File: config.mk
export PLATFORM = sky130hd
export DESIGN_NAME = bcd_cascade_counter
export DESIGN_NICKNAME = d
export VERILOG_FILES = /design/src/rtl/bcd_pkg.sv /design/src/rtl/bcd_digit.sv /design/src/rtl/bcd_cascade_counter.sv
export SDC_FILE = /design/constraint.sdc
export NUM_CORES = 1
export LEC_CHECK = 0
export BUFFER_PORTS_ARGS = -buffer_cell sky130_fd_sc_hd__buf_2
export CORE_ASPECT_RATIO = 1.4
export CORE_MARGIN = 5
export CORE_UTILIZATION = 29
export CTS_CLUSTER_DIAMETER = 120
export DETAILED_ROUTE_END_ITERATION = 7
export GPL_TIMING_DRIVEN = 0
export PLACE_DENSITY_LB_ADDON = 0.12
export SLEW_MARGIN = 30
export SYNTH_ARGS = -nofsm -noshare
export SYNTH_HDL_FRONTEND = slang
export SYNTH_HIERARCHICAL = 1
export SYNTH_SLANG_ARGS = --single-unit
File: constraint.sdc
create_clock -name clk -period 3.2 [get_ports clk]
set_clock_uncertainty 0.1 [all_clocks]
set_input_delay 0.8 -clock clk [delete_from_list [all_inputs] [get_ports clk]]
set_output_delay 0.8 -clock clk [all_outputs]
set_load 0.05 [all_outputs]
File: src/rtl/bcd_pkg.sv
// Shared definitions for the BCD counter slice.
//   BCD_W    : width of one decade digit
//   BCD_MAX  : largest legal digit value (9)
//   BCD_MIN  : smallest legal digit value (0)
//   bcd_sat  : clamps a raw 4-bit field into the legal 0..9 range
package bcd_pkg;

  localparam int          BCD_W   = 4;
  localparam logic [3:0]  BCD_MAX = 4'd9;
  localparam logic [3:0]  BCD_MIN = 4'd0;

  // Any non-decimal nibble (10..15) is pinned to 9 so a digit can never
  // leave the decimal range, whatever is presented on the load bus.
  function automatic logic [BCD_W-1:0] bcd_sat(input logic [BCD_W-1:0] in);
    return (in > BCD_MAX) ? BCD_MAX : in;
  endfunction

endpackage

File: src/rtl/bcd_digit.sv
// One decade (0..9) cell of the cascaded BCD counter.
// Ports:
//   clk      : system clock, rising edge
//   reset_n  : synchronous active-low reset
//   clr      : synchronous clear (beats load and counting)
//   load     : synchronous parallel load of ld_val (saturated to 9)
//   ld_val   : raw load nibble for this digit
//   step     : count step qualifier from the prescaler
//   up_dn    : 1 = count up, 0 = count down
//   cin      : all lower digits are at their rollover value
//   q        : registered digit value, always 0..9
//   cout     : this digit and all below it are at their rollover value
module bcd_digit
  import bcd_pkg::*;
(
  input  logic             clk,
  input  logic             reset_n,
  input  logic             clr,
  input  logic             load,
  input  logic [BCD_W-1:0] ld_val,
  input  logic             step,
  input  logic             up_dn,
  input  logic             cin,
  output logic [BCD_W-1:0] q,
  output logic             cout
);

  // Purely combinational so the whole chain settles within one cycle and
  // every digit updates on the same edge.
  assign cout = cin & (up_dn ? (q == BCD_MAX) : (q == BCD_MIN));

  always_ff @(posedge clk) begin
    if (!reset_n) begin
      q <= BCD_MIN;
    end else if (clr) begin
      q <= BCD_MIN;
    end else if (load) begin
      q <= bcd_sat(ld_val);
    end else if (step && cin) begin
      if (up_dn) begin
        q <= (q == BCD_MAX) ? BCD_MIN : q + 4'd1;
      end else begin
        q <= (q == BCD_MIN) ? BCD_MAX : q - 4'd1;
      end
    end
  end

endmodule

File: src/rtl/bcd_cascade_counter.sv
// Multi-digit cascaded BCD counter with prescaler.
// Ports:
//   clk      : system clock, rising edge
//   reset_n  : synchronous active-low reset (highest priority)
//   en       : count enable; freezes prescaler and digits when low
//   up_dn    : 1 = count up, 0 = count down (sampled on step edges)
//   clr      : synchronous clear of digits and prescaler
//   load     : synchronous parallel load of load_val
//   load_val : BCD load value, digit i at [4i+3:4i], fields > 9 clamp to 9
//   digits   : registered BCD value, digit 0 least significant
//   tick     : one-cycle pulse coincident with each new stepped value
//   wrap     : one-cycle pulse with tick when the value wrapped around
module bcd_cascade_counter
  import bcd_pkg::*;
#(
  parameter int NUM_DIGITS = 4,
  parameter int PRESCALE   = 50000000,
  parameter int PRE_W      = 26
) (
  input  logic                          clk,
  input  logic                          reset_n,
  input  logic                          en,
  input  logic                          up_dn,
  input  logic                          clr,
  input  logic                          load,
  input  logic [BCD_W*NUM_DIGITS-1:0]   load_val,
  output logic [BCD_W*NUM_DIGITS-1:0]   digits,
  output logic                          tick,
  output logic                          wrap
);

  localparam logic [PRE_W-1:0] PRE_LAST = PRE_W'(PRESCALE - 1);

  logic [PRE_W-1:0]    pre_cnt;
  logic                step;
  logic [NUM_DIGITS:0] carry;

  // A step is the edge on which the prescaler rolls over. clr/load take
  // precedence inside each digit, so no extra gating is needed here.
  assign step     = en && (pre_cnt == PRE_LAST);
  assign carry[0] = 1'b1;

  always_ff @(posedge clk) begin
    if (!reset_n || clr || load) begin
      pre_cnt <= '0;
      tick    <= 1'b0;
      wrap    <= 1'b0;
    end else if (step) begin
      pre_cnt <= '0;
      tick    <= 1'b1;
      // Carry out of the top digit means every digit was at its rollover
      // value in the counting direction: a full wrap.
      wrap    <= carry[NUM_DIGITS];
    end else begin
      if (en) begin
        pre_cnt <= pre_cnt + PRE_W'(1);
      end
      tick <= 1'b0;
      wrap <= 1'b0;
    end
  end

  generate
    for (genvar gi = 0; gi < NUM_DIGITS; gi++) begin : g_digit
      bcd_digit u_digit (
        .clk     (clk),
        .reset_n (reset_n),
        .clr     (clr),
        .load    (load),
        .ld_val  (load_val[gi*BCD_W +: BCD_W]),
        .step    (step),
        .up_dn   (up_dn),
        .cin     (carry[gi]),
        .q       (digits[gi*BCD_W +: BCD_W]),
        .cout    (carry[gi+1])
      );
    end
  endgenerate

endmodule
==> results of run 1 <==
critical path, stage by stage:
cell and delay (ns):
buf_2 0.15, or3_1 0.31, a21oi_1 0.25, nand2_1 0.08
a21oi_1 0.23, nand2_1 0.08, a21oi_1 0.27, nand2_1 0.27
a2111oi_0 0.46, o311a_1 0.21
state kept, by name (all words and copies together) (netlist names):
register / count
tick: 1
pre_cnt: 26
g_digit.u_digit/q: 16
wrap: 1
final timing paths:
check                                             start                       to  slack [ns]
worst min-delay path                        pre_cnt[25]              pre_cnt[25]        0.38
worst max register to register  g_digit[0].u_digit/q[0]  g_digit[3].u_digit/q[1]        0.35
worst min register to register              pre_cnt[25]              pre_cnt[25]        0.38
worst max-delay path                              up_dn  g_digit[3].u_digit/q[1]        0.23
metal layers:
metal  share of wire [%]  vias up  track usage (%)
li1                    -     1372                -
met1                  42     1249             12.6
met2                  52       42             22.8
met3                 4.5        6             3.16
met4                 1.6        0             4.50
met5                   0        -                0
cell families after synthesis:
group,after synthesis,share of synthesized area [%]
simple gates,144,29.9
compound gates,88,24.2
flops,44,30.3
buf+inv,41,7.44
xor+xnor,24,7.23
fa+ha+maj,1,0.430
other cells,1,0.129
mux,1,0.344
what timing repair did:
item                       CTS  global route
gates resized for setup      1             1
setup endpoints to repair    7             1
cloned                       0             0
buffers inserted             0             0
pin swaps                    0             0
stage by stage:
step                hold slack (ns)  setup WS (ns)
floorplan                     0.347          0.336
global placement              0.369         -0.374
detailed placement            0.371         -0.431
CTS                           0.385          0.131
global route                  0.424         0.0173
finish                        0.381          0.235
power breakdown:
group / internal (mW) / leakage [nW] / total, mW / switching, mW
clock: 0.285 / 0.0667 / 0.510 / 0.226
combinational: 0.0600 / 0.811 / 0.162 / 0.102
sequential: 0.556 / 0.356 / 0.563 / 0.00770
area by class of cell:
cell class | count | area, um^2 | share of cell area, %
clock buffer | 6 | 129 | 3.77
sequential | 44 | 881 | 25.8
inverter | 17 | 63.8 | 1.87
timing repair buffer | 38 | 190 | 5.57
multi-input combinational | 261 | 1830 | 53.5
tap | 135 | 169 | 4.94
buffer | 24 | 153 | 4.47
clock inverter | 1 | 5.00 | 0.146
cell usage in the layout, fill, tap and decap left out, types with 3 or more instances in the layout:
cell type  instances
a2111oi_0          4
a2111oi_4          4
a211o_1            4
a211oi_1           4
a21oi_1           15
a31oi_1            4
a32o_1             4
and3b_1            4
and4b_1            4
buf_2             52
buf_6              6
clkbuf_1           5
clkbuf_16          5
conb_1             3
dfxtp_1           44
inv_1             17
nand2_1           16
nand2b_1           4
nand3_1           23
nand3b_1           4
nand4_1            7
nor2_1            22
nor2b_1           16
nor3_1             8
o211a_1            4
o21a_1             4
o21ai_0           20
o311a_1            5
o311ai_0           4
o31a_1             5
o31ai_1            5
or3_1             12
or4_1              5
or4b_4             4
xnor2_1           16
xor2_1             8
==> summary.txt, run 1 <==
Status
  – Status: finished, final reports clean

Routing
  – Final WL: 7360 um
  – Iteration-0 DRC Markers: 68
  – Vias/cell: 5.07
  – Post-DRT Antenna Nets: 0
  – DR vias: ~2700
  – DRC: 0
  – DR WL/cell: 14.0 um
  – DRT Pass-1 Iters: 4

Global route
  – Gr ovfl total: 0
  – Antenna violations before repair: 0
  – Overall routing resource usage: between 10% and 20%
  – Global-route wire length before repair: ~12000 um
  – Vias in the first global route: 2499
  – Largest net degree at the start of global routing: 13

Logic synthesis
  – Largest area contributor in the netlist: dfxtp_1
  – Asr flop ratio synth: 0%
  – Post-synthesis sequential area ratio: 30.3%
  – Dominant cells by area after synthesis: dfxtp_1, xnor2_1, nand3_1
  – Yosys top cell area share: between 30% and 40%
  – Top_reg_cell synth: dfxtp_1
  – Avg Cell Area, Syn: ~8.5 um^2
  – Number of synthesized register bits: 44
  – EDFF count, synth: 0
  – Warnings, synthesis: 6
  – Count leader, synth: dfxtp_1
  – Synth cell count leaders: dfxtp_1, nand3_1, nor2_1
  – Synth Cell Area: ~2900 um^2
  – Syn Inst Count: between 300 and 400
  – Yosys cell types: approximately 50

STA
  – Max_slew headroom: a little over three fifths
  – Final Hold Viols: 0
  – Final Max Tran Viols: 0
  – Worst Tran Pin Value: approximately 0.56 ns
  – Sum of negative setup slack: 0 ns
  – Final Critical Period: 2.97 ns
  – RSZ-0062 raised after global routing: false
  – Final-report setup violation count: 0
  – Fin crit share: between 90% and 100%
  – Fmax: approximately 0.34 GHz

Floorplan
  – I/O Pins: 40
  – Die Ht: between 100 and 150 um
  – Initial core utilization: between 20% and 30%
  – Core area: between 9000 and 10000 um^2
  – Core Rows: 43
  – Die ar.: between 10000 and 15000 um^2
  – Width of the die: approximately 95 um

Setup path
  – CP Max Fanout: 9
  – Startpoint Class: input pin
  – Setup CP Type: input pin to register
  – Crit end category: register
  – Worst R2R Path Depth: 10
  – Arrival time worst endpoint: between 3 and 4 ns
  – WP data required: ~3.3 ns

Cells and area
  – Share of cells above drive strength 1: 20.2%
  – Final net count: a little over 400
  – Fin area: 3420 um^2
  – Area Overhead vs Synth: 17.5%
  – Non-Filler Instances: ~530
  – Fillers: about 1100
  – Inserted Diodes: 0
  – Util after Layout: 34.7%

Clocking
  – Clock slew at reported path FFs: approximately 0.070 ns
  – CTS Buf Count: 5
  – Clk buf depth: 2
  – Hold buffers post-CTS: 0
  – Clock root cell: clkbuf_16
  – Worst-Skew Late Latency: slightly below 0.3 ns
  – # H-tree levels: 2
  – CTS tree: built
  – Clock sinks: 44

Power and ir drop
  – Power per cell area: 362 nW/um^2
  – Leak pwr: 1.23 nW
  – VDD IR max: approximately 0.00017 V
  – Total power: between 1 and 1.5 mW

Placement
  – GP Congestion: 0.814
  – HPWL Detailed: approximately 5500 um
  – Placed Area: 3280 um^2
  – Placed insts: a little over 500
  – I/O Buffers: 38

Job
  – Max-capacitance violation count: 0

Min path
  – WHS Path Cells: 2
  – Worst hold path class: register to register
No activity file was read; power rests on OpenSTA's default activity.
==> inputs of run 2 (changes only) <==
--- a/config.mk
+++ b/config.mk
@@ -12,7 +12,7 @@
 export CTS_CLUSTER_DIAMETER = 120
 export DETAILED_ROUTE_END_ITERATION = 7
 export GPL_TIMING_DRIVEN = 0
-export PLACE_DENSITY_LB_ADDON = 0.12
+export PLACE_DENSITY = 0.51
 export SLEW_MARGIN = 30
 export SYNTH_ARGS = -nofsm -noshare
 export SYNTH_HDL_FRONTEND = slang
==> run 2 against run 1 <==
  * Clock power decreased by 2%
  * Die area unchanged
  * First-iteration DRC count increased by 57%
  * Non-clock buffer count unchanged
  * Register-to-register slack about the same
  * Worst hold slack improved by 0.0046 ns
  * Maximum frequency increased by 0.64%
  * Final cell count unchanged
  * Global-route usage increased by 0.46 points
  * Total power decreased by 0.63%
  * Wire length increased by 0.12%
==> summary.txt, run 2 (synthesis gave the netlist of run 1 again) <==
Status
  – Status: finished, final reports clean

Routing
  – DR WL/cell: 14.0 um (+0.12%)
  – DRT Pass-1 Iters: 4 (unchanged)
  – Iteration-0 DRC Markers: 107 (+57%)
  – DRC: 0 (unchanged)
  – Final WL: 7370 um (+0.12%)
  – Vias/cell: 5.19 (+2.3%)
  – DR vias: 2730 (+2.3%)
  – Post-DRT Antenna Nets: 0 (unchanged)

Setup path
  – Critical path's largest stage delay: 0.67 ns (+0.21 ns)
  – Most common cell on crit path: nand2_1
  – Crit path buf inv count: 1 (unchanged)
  – Worst path slowest cell: or4_1
  – WP data required: 3.34 ns (about the same)
  – FF-to-FF Start: pre_cnt[0]
  – Setup CP Type: input pin to register
  – Worst Setup SP: en
  – CP Max Fanout: 10 (+1)
  – Top Family by Delay on Critical Path: simple AND/OR/NAND/NOR gates
  – Arrival time worst endpoint: 3.08 ns (-0.03 ns)
  – Crit end category: register
  – Startpoint Class: input pin
  – CP cell instances: buf_2 -> nand2_1 -> or4_1 -> nor2_4 -> nand2_1 -> a2111oi_0 -> o311a_1

Min path
  – Worst hold path class: register to register
  – Hold_sp: pre_cnt[25]

Cells and area
  – Max reg flops: 26 (unchanged)
  – Non-Filler Instances: 526 (unchanged)
  – Util after Layout: 34.7% (about the same)
  – Share of cells above drive strength 1: 20.5% (+0.26 points)
  – Commonest cells after routing, fill and taps aside: buf_2, dfxtp_1, nand3_1
  – Final net count: 414 (unchanged)
  – Commonest non-fill, non-tap cell in the layout: buf_2
  – Inserted Diodes: 0 (unchanged)
  – Area Overhead vs Synth: 17.5% (about the same)
  – Largest Register: pre_cnt
  – Fin area: 3420 um^2 (about the same)
  – Largest registers: pre_cnt x26, g_digit.u_digit/q x16

Clocking
  – Clock slew at reported path FFs: 0.07 ns (about the same)
  – Clock sinks: 44 (unchanged)
  – Clk buf depth: 2 (unchanged)
  – Hold buffers post-CTS: 0 (unchanged)
  – # H-tree levels: 2 (unchanged)
  – CTS tree: built
  – Clock root cell: clkbuf_16
  – Buffer count from post-CTS setup fixing: 0 (unchanged)
  – CTS Buf Count: 5 (unchanged)
  – Worst-Skew Late Latency: 0.29 ns (about the same)

Power and ir drop
  – Leak pwr: 1.24 nW (about the same)
  – Power per cell area: 359 nW/um^2 (-0.71%)
  – VDD IR max: 0.000174 V (+2.7%)
  – Total power: 1.23 mW (-0.63%)

Placement
  – Placed Area: 3280 um^2 (unchanged)
  – Pre-CTS WS: -0.409 ns (+0.0218 ns)
  – HPWL Detailed: 5470 um (-0.46%)
  – Placed insts: 519 (unchanged)
  – I/O Buffers: 38 (unchanged)
  – GP Congestion: 0.869 (+6.7%)

Floorplan
  – Core Rows: 43 (unchanged)
  – Initial core utilization: 29.5% (unchanged)
  – Core area: 9850 um^2 (unchanged)
  – Die ar.: 12200 um^2 (unchanged)
  – I/O Pins: 40 (unchanged)
  – Width of the die: 94.6 um (unchanged)
  – Die Ht: 129 um (unchanged)

Global route
  – Overall routing resource usage: 12.5% (+0.46 points)
  – Global-route wire length before repair: 12500 um (+6.3%)
  – Vias in the first global route: 2718 (+8.8%)
  – Antenna violations before repair: 0 (unchanged)
  – Gr ovfl total: 0 (unchanged)
  – Largest net degree at the start of global routing: 13 (unchanged)

STA
  – Fin crit share: 92.1% (-0.59 points)
  – Hold slack final: 0.386 ns (+0.00457 ns)
  – Final Worst Setup Slack: 0.254 ns (+0.0188 ns)
  – Sum of negative setup slack: 0 ns (unchanged)
  – Max_slew headroom: 65.5% (+3.1 points)
  – Worst Tran Pin Value: 0.518 ns (-0.0447 ns)
  – Final Critical Period: 2.95 ns (-0.0188 ns)
  – RSZ-0062 raised after global routing: false
  – Final-report setup violation count: 0 (unchanged)
  – Fmax: 0.339 GHz (+0.64%)
  – Final Max Tran Viols: 0 (unchanged)
  – Final Hold Viols: 0 (unchanged)

Job
  – Max-capacitance violation count: 0 (unchanged)
==> run 2: cell count changes in the layout (fill, tap and decap cells not counted) <==
| cell | previous run | this run |
|---|---|---|
| nand2_2 | 0 | 1 |
| nand2_1 | 16 | 15 |
==> run 2: cell type report <==
cell class                      instances  area, um^2
Buffer                                 24         153
Clock buffer                            6         129
Clock inverter                          1        5.00
Fill cell                            1084        6430
Inverter                               17        63.8
Multi-Input combinational cell        261        1830
Sequential cell                        44         881
Tap cell                              135         169
Timing Repair Buffer                   38         190
==> run 2: what timing repair did <==
action,4_1_cts,5_1_grt
resized for setup,1,2
cloned,0,0
setup endpoints to repair,4,3
==> run 2: final timing paths <==
path,endpoint,slack (ns),depth (start not counted)
setup / recovery,g_digit[1].u_digit/q[1],0.25,7
hold / removal,pre_cnt[25],0.39,2
setup reg to reg,g_digit[1].u_digit/q[1],0.35,7
hold reg to reg,pre_cnt[25],0.39,2
==> run 2: worst min-delay path: cells and delay by family (launching register included) <==
family	cells	cell delay (ns)
AO/OA/AOI/OAI	2	0.12
flip-flops	1	0.32
==> run 2: per-layer routing <==
layer,vias up,share of wire [%],global-route usage (%)
li1,1369,-,-
met1,1282,41,13.7
met2,65,52,22.8
met3,14,5.0,2.92
met4,0,2.4,5.18
met5,-,0,0
==> run 2: report_power, final <==
group / switching, mW / total (mW) / internal, mW / leakage, nW
registers: 0.00779 / 0.563 / 0.556 / 0.356
logic: 0.102 / 0.162 / 0.0600 / 0.812
clock network: 0.217 / 0.502 / 0.284 / 0.0667
total: 0.328 / 1.23 / 0.900 / 1.24
